[src/rtl/param_reg_file_if.sv]
// Bus bundle for param_reg_file: accumulator/register/stack requests in,
// register and stack state out.
interface param_reg_file_if #(
    parameter int DATA_W   = 16,
    parameter int NUM_REGS = 2,
    parameter int SP_W     = 16
);
    logic                       str_rez;
    logic [NUM_REGS-1:0]        load;
    logic [NUM_REGS-1:0]        acc_op;
    logic [DATA_W-1:0]          alu_out;
    logic [DATA_W-1:0]          dm_out;
    logic                       push;
    logic                       pop;
    logic                       err_clr;
    logic [DATA_W-1:0]          acc_out;
    logic [NUM_REGS*DATA_W-1:0] reg_out;
    logic [SP_W-1:0]            sp_out;
    logic                       stack_empty;
    logic                       stack_full;
    logic                       stack_ovf;
    logic                       stack_unf;

    modport master (
        output str_rez, load, acc_op, alu_out, dm_out, push, pop, err_clr,
        input  acc_out, reg_out, sp_out, stack_empty, stack_full, stack_ovf, stack_unf
    );

    modport slave (
        input  str_rez, load, acc_op, alu_out, dm_out, push, pop, err_clr,
        output acc_out, reg_out, sp_out, stack_empty, stack_full, stack_ovf, stack_unf
    );
endinterface

[src/rtl/param_reg_file.sv]
// Accumulator, general registers and a downward-growing stack pointer.
// Define PARAM_REG_FILE_STACK_GUARD_EN for bounds-checked push/pop with sticky error flags.
module param_reg_file #(
    parameter int              DATA_W      = 16,
    parameter int              NUM_REGS    = 2,
    parameter int              SP_W        = 16,
    parameter logic [SP_W-1:0] SP_TOP      = 16'hFFFF,
    parameter int              STACK_DEPTH = 256
) (
    input logic             clk,
    input logic             reset,
    param_reg_file_if.slave bus
);
    localparam logic [SP_W-1:0] SP_ONE  = SP_W'(1);
    localparam logic [SP_W-1:0] SP_FULL = SP_TOP - SP_W'(STACK_DEPTH);

    typedef enum logic [1:0] {
        ST_EMPTY,
        ST_PARTIAL,
        ST_FULL
    } stack_state_t;

    logic [DATA_W-1:0] acc_p0;
    logic [DATA_W-1:0] regs_p0 [NUM_REGS];
    logic [SP_W-1:0]   sp_p0;
    stack_state_t      state_p0;
    logic              ovf_p0;
    logic              unf_p0;

    logic              push_only;
    logic              pop_only;
    logic              push_ok;
    logic              pop_ok;
    logic [SP_W-1:0]   sp_dec;
    logic [SP_W-1:0]   sp_inc;

    function automatic stack_state_t classify(input logic [SP_W-1:0] sp);
        if (sp == SP_TOP)  return ST_EMPTY;
        if (sp == SP_FULL) return ST_FULL;
        return ST_PARTIAL;
    endfunction

    // Data stage: register transfers read acc_p0 before this edge's accumulator load.
    always_ff @(posedge clk) begin
        if (reset) begin
            acc_p0 <= '0;
            for (int i = 0; i < NUM_REGS; i++) regs_p0[i] <= '0;
        end else begin
            if (bus.str_rez) acc_p0 <= bus.alu_out;
            for (int i = 0; i < NUM_REGS; i++) begin
                if (bus.load[i]) regs_p0[i] <= bus.acc_op[i] ? acc_p0 : bus.dm_out;
            end
        end
    end

    assign push_only = bus.push & ~bus.pop;
    assign pop_only  = bus.pop & ~bus.push;
    assign sp_dec    = sp_p0 - SP_ONE;
    assign sp_inc    = sp_p0 + SP_ONE;

`ifdef PARAM_REG_FILE_STACK_GUARD_EN
    assign push_ok = push_only && (state_p0 != ST_FULL);
    assign pop_ok  = pop_only && (state_p0 != ST_EMPTY);
`else
    assign push_ok = push_only;
    assign pop_ok  = pop_only;
`endif

    // Stack stage: state follows the SP value it is moving to, so depth 1 hops EMPTY<->FULL.
    always_ff @(posedge clk) begin
        if (reset) begin
            sp_p0    <= SP_TOP;
            state_p0 <= ST_EMPTY;
            ovf_p0   <= 1'b0;
            unf_p0   <= 1'b0;
        end else begin
            if (push_ok) begin
                sp_p0    <= sp_dec;
                state_p0 <= classify(sp_dec);
            end else if (pop_ok) begin
                sp_p0    <= sp_inc;
                state_p0 <= classify(sp_inc);
            end
            // A fresh error wins over a same-cycle clear.
            ovf_p0 <= (ovf_p0 & ~bus.err_clr) | (push_only & (state_p0 == ST_FULL));
            unf_p0 <= (unf_p0 & ~bus.err_clr) | (pop_only & (state_p0 == ST_EMPTY));
        end
    end

    assign bus.acc_out     = acc_p0;
    assign bus.sp_out      = sp_p0;
    assign bus.stack_empty = (sp_p0 == SP_TOP);
    assign bus.stack_full  = (sp_p0 == SP_FULL);

    always_comb begin
        bus.reg_out = '0;
        for (int i = 0; i < NUM_REGS; i++) bus.reg_out[i*DATA_W +: DATA_W] = regs_p0[i];
    end

`ifdef PARAM_REG_FILE_STACK_GUARD_EN
    assign bus.stack_ovf = ovf_p0;
    assign bus.stack_unf = unf_p0;
`else
    logic unused_guard;
    assign unused_guard  = ^{state_p0, ovf_p0, unf_p0};
    assign bus.stack_ovf = 1'b0;
    assign bus.stack_unf = 1'b0;
`endif
endmodule

[src/flat_wrapper.sv]
// flat-port wrapper written by rule: the top's interface ports become plain ports
module param_reg_file_flat 
#(
    parameter int              DATA_W      = 16,
    parameter int              NUM_REGS    = 2,
    parameter int              SP_W        = 16,
    parameter logic [SP_W-1:0] SP_TOP      = 16'hFFFF,
    parameter int              STACK_DEPTH = 256
)
  (clk, reset, bus_str_rez, bus_load, bus_acc_op, bus_alu_out, bus_dm_out, bus_push, bus_pop, bus_err_clr, bus_acc_out, bus_reg_out, bus_sp_out, bus_stack_empty, bus_stack_full, bus_stack_ovf, bus_stack_unf);
  param_reg_file_if #(.DATA_W(DATA_W), .NUM_REGS(NUM_REGS), .SP_W(SP_W)) bus_i ();
  input logic clk;
  input logic reset;
  input wire logic [$bits(bus_i.str_rez)-1:0] bus_str_rez;
  input wire logic [$bits(bus_i.load)-1:0] bus_load;
  input wire logic [$bits(bus_i.acc_op)-1:0] bus_acc_op;
  input wire logic [$bits(bus_i.alu_out)-1:0] bus_alu_out;
  input wire logic [$bits(bus_i.dm_out)-1:0] bus_dm_out;
  input wire logic [$bits(bus_i.push)-1:0] bus_push;
  input wire logic [$bits(bus_i.pop)-1:0] bus_pop;
  input wire logic [$bits(bus_i.err_clr)-1:0] bus_err_clr;
  output wire logic [$bits(bus_i.acc_out)-1:0] bus_acc_out;
  output wire logic [$bits(bus_i.reg_out)-1:0] bus_reg_out;
  output wire logic [$bits(bus_i.sp_out)-1:0] bus_sp_out;
  output wire logic [$bits(bus_i.stack_empty)-1:0] bus_stack_empty;
  output wire logic [$bits(bus_i.stack_full)-1:0] bus_stack_full;
  output wire logic [$bits(bus_i.stack_ovf)-1:0] bus_stack_ovf;
  output wire logic [$bits(bus_i.stack_unf)-1:0] bus_stack_unf;
  assign bus_i.str_rez = bus_str_rez;
  assign bus_i.load = bus_load;
  assign bus_i.acc_op = bus_acc_op;
  assign bus_i.alu_out = bus_alu_out;
  assign bus_i.dm_out = bus_dm_out;
  assign bus_i.push = bus_push;
  assign bus_i.pop = bus_pop;
  assign bus_i.err_clr = bus_err_clr;
  assign bus_acc_out = bus_i.acc_out;
  assign bus_reg_out = bus_i.reg_out;
  assign bus_sp_out = bus_i.sp_out;
  assign bus_stack_empty = bus_i.stack_empty;
  assign bus_stack_full = bus_i.stack_full;
  assign bus_stack_ovf = bus_i.stack_ovf;
  assign bus_stack_unf = bus_i.stack_unf;
  param_reg_file #(.DATA_W(DATA_W), .NUM_REGS(NUM_REGS), .SP_W(SP_W), .SP_TOP(SP_TOP), .STACK_DEPTH(STACK_DEPTH)) u_core (.clk(clk), .reset(reset), .bus(bus_i));
endmodule
[config.mk]
export PLATFORM = sky130hd
export DESIGN_NAME = param_reg_file_flat
export DESIGN_NICKNAME = d
export VERILOG_FILES = /design/src/rtl/param_reg_file_if.sv /design/src/rtl/param_reg_file.sv /design/src/flat_wrapper.sv
export SDC_FILE = /design/constraint.sdc
export NUM_CORES = 1
export LEC_CHECK = 0
export CAP_MARGIN = 10
export CORE_AREA = 10 10 99 101
export DETAILED_ROUTE_END_ITERATION = 8
export DIE_AREA = 0 0 109 111
export GPL_TIMING_DRIVEN = 0
export HOLD_SLACK_MARGIN = 0.15
export PLACE_DENSITY = 0.79
export SLEW_MARGIN = 40
export SYNTH_ARGS = -nofsm -noshare
export SYNTH_HDL_FRONTEND = slang
export SYNTH_SLANG_ARGS = --single-unit
[constraint.sdc]
create_clock -name clk -period 4.5 [get_ports clk]
set_input_delay 0.675 -clock clk [delete_from_list [all_inputs] [get_ports clk]]
set_output_delay 0.675 -clock clk [all_outputs]
set_load 0.005 [all_outputs]
==> flow_summary_export.csv <==
group,metric,value,unit
power_and_ir_drop,p_per_area,375,mW/mm²
setup_path,cp.required,4.74,ns
detailed_routing,drtAntennaViolNets,0,
status,status,"completed",
detailed_routing,drcViolationCount,0,
setup_path,cp_common_cell,"buf_2",
global_route,antenna_found_initial,0,
final_layout,n_fill_cell,661,
synthesis,ys_ff_latch,64,
place,dp_hpwl,8280,µm
detailed_routing,drt_pass1_iterations,4,
global_route,grt-ovfl-total,0,
global_route,grt.total_usage,0.175,
place,portBuffers,102,
detailed_routing,routed_wl,11000,µm
setup_path,critPathCaptureType,"flip-flop",
clock_tree,root_buffer,"clkbuf_8",
clock_tree,cts-resized-gates,0,
synthesis,synthCells,376,
synthesis,yosysWarnings,0,
final_layout,stdcell_area,0.00503,mm²
synthesis,synth_edf_count,32,
timing,rsz0062_at_grt,"no",
clock_tree,cts_hold_buf,0,
setup_path,path_max_fanout,10,
final_layout,multiInputGateArea,0.00187,mm²
synthesis,ys_types,65,
clock_tree,ctsLongestPathBuffers,2,
floorplan,io_pins,110,
timing,setup_viol,0,
clock_tree,clock_latency,0.35,ns
timing,fin_crit_sh,0.910,
clock_tree,clkTransAtPathRegs,0.07,ns
setup_path,cp_data_arrival_time,4.33,ns
global_route,grt_util_met1,0.218,
power_and_ir_drop,vdd_drop_max,0.171,mV
floorplan,die_h,111,µm
clock_tree,htreeDepth,3,
floorplan,coreArea,0.00797,mm²
detailed_routing,wl_per_cell,18.3,µm
clock_tree,cts_buffers,9,
setup_path,crit_type,"in2reg",
synthesis,async_flop_share,0,
setup_path,start_kind,"input pin",
detailed_routing,dr.first_iter.drc_count,185,
timing,slew_violations,0,
timing,worst-slew-pin-transition,0.800,ns
final_layout,seqCellArea,0.00160,mm²
synthesis,yosysSeqAreaShare,0.439,
global_route,grt_pass1_wl,16900,µm
setup_path,path_cells,"clkdlybuf4s50_1 -> ha_1 -> buf_2 -> buf_2 -> buf_2 -> xor2_1 -> ha_1 -> nor4_1 -> or4_1 -> buf_6 -> o22a_4 -> o22ai_2 -> mux2i_1 -> xor2_1 -> nand2b_1",
final_layout,antenna_cells,0,
final_layout,post-route-util,0.631,
synthesis,synth_area,0.00365,mm²
floorplan,start_util,0.458,
timing,fin_worst_skew,0.0121,ns
global_route,grt_use_met2,0.275,
clock_tree,cts_sinks,64,
global_route,met3_usage,0.0599,
timing,max_slew_margin,0.467,
final_layout,layout_common_cells,"clkdlybuf4s50_1 (102), nor2_1 (63), mux2i_1 (52)",
final_layout,area_growth,37.7,%
detailed_routing,viasPerCell,5.49,
global_route,grt.busiest_layer,"met2",
final_layout,drive_gt1_frac,0.0707,
place,post_dp_cell_area,0.00481,mm²
run,drv_cap,0,
timing,hold_slack,0.545,ns
power_and_ir_drop,p_leak,1.99,nW
floorplan,fp.dieW,109,µm
setup_path,critPathSlowestCell,"or4_1",
floorplan,rows,33,
global_route,grt_pass1_vias,3242,
timing,tns,0,ns
timing,timing.fmax,0.244,GHz
final_layout,mostFrequentLayoutCell,"clkdlybuf4s50_1",
setup_path,cpPeakStageDelay,0.50,ns
floorplan,die_area,0.0121,mm²
final_layout,fin_nets,535,
synthesis,synth.avg_cell_area,9.71,µm²
timing,period_minus_slack,4.09,ns
synthesis,synth_flop_cell,"edfxtp_1",
detailed_routing,via_count,3296,
clock_tree,cts_tree,"done",
clock_tree,cts_setup_buffers,0,
timing,hold_viol_final,0,
min_path,hold_path_class,"reg2reg",
place,gp_congestion,0.908,
global_route,grt_start_max_net_pins,17,
-- worst max-delay path: cells and delay by family --
| family | cells | cell delay (ns) |
|---|---|---|
| adder cells (fa/ha/maj) | 2 | 0.55 |
| buffers and inverters | 5 | 1.48 |
| XOR/XNOR | 2 | 0.35 |
| AO/OA/AOI/OAI | 2 | 0.41 |
| multiplexers | 1 | 0.23 |
| AND/OR/NAND/NOR | 3 | 0.61 |
-- power breakdown --
group | internal (W) | switching (W)
Sequential | 0.000675 | 0.0000507
Combinational | 0.000312 | 0.000303
Clock | 0.000312 | 0.000232
-- per-layer routing --
layer | up-vias | wire, µm
li1 | 1574 | -
met1 | 1549 | 4440
met2 | 154 | 5160
met3 | 19 | 1210
met4 | 0 | 185
met5 | - | 0
-- final timing paths --
kind	startpoint	end	slack (ns)	depth (start not counted)
min reg2reg	u_core.bus.acc_out[4]	u_core.bus.acc_out[4]	0.55	2
max	bus_push	u_core.bus.sp_out[12]	0.41	15
max reg2reg	u_core.bus.sp_out[1]	u_core.bus.sp_out[12]	1.79	11
min	u_core.bus.acc_out[4]	u_core.bus.acc_out[4]	0.55	2
-- cell usage after synthesis, types with 6 or more instances --
master | number | area share
nor2_1 | 63 | 0.065
mux2i_1 | 52 | 0.14
dfxtp_1 | 32 | 0.18
edfxtp_1 | 32 | 0.26
clkbuf_1 | 21 | 0.022
nand2_1 | 11 | 0.011
nand2b_1 | 11 | 0.019
a21oi_1 | 10 | 0.014
nor3_1 | 10 | 0.014
xnor2_1 | 9 | 0.022
nand3_1 | 6 | 0.0082
nor2b_1 | 6 | 0.010
-- area by class of cell --
cell class,count,area share
repair buffers,102,0.203
clock inverters,7,0.0192
clock buffers,9,0.0246
plain buffers,35,0.0311
flip-flops and latches,64,0.319
multi-input cells,272,0.373
well taps,105,0.0261
inverters,6,0.00448
-- per-stage QoR --
stage	setup slack, ns	power (W)	cells
after global routing	0.238	0.00198	600
after floorplan	1.00	0.00109	377
final	0.407	0.00189	600
after global placement	0.0949	0.00134	584
after detailed placement	0.101	0.00135	584
after CTS	0.460	0.00190	600
-- cells by family after synthesis --
logic type	synth area share
XOR/XNOR	0.0380
flip-flops	0.439
other	0.00103
AO/OA/AOI/OAI	0.118
buffers and inverters	0.0490
multiplexers	0.143
AND/OR/NAND/NOR	0.203
adder cells (fa/ha/maj)	0.0103
-- registers in the layout (all words and copies together), names as in the netlist --
name	count
u_core.bus.acc_out	16
u_core.bus.sp_out	16
u_core.regs_p0	32
(Power assumes the default switching activity.)
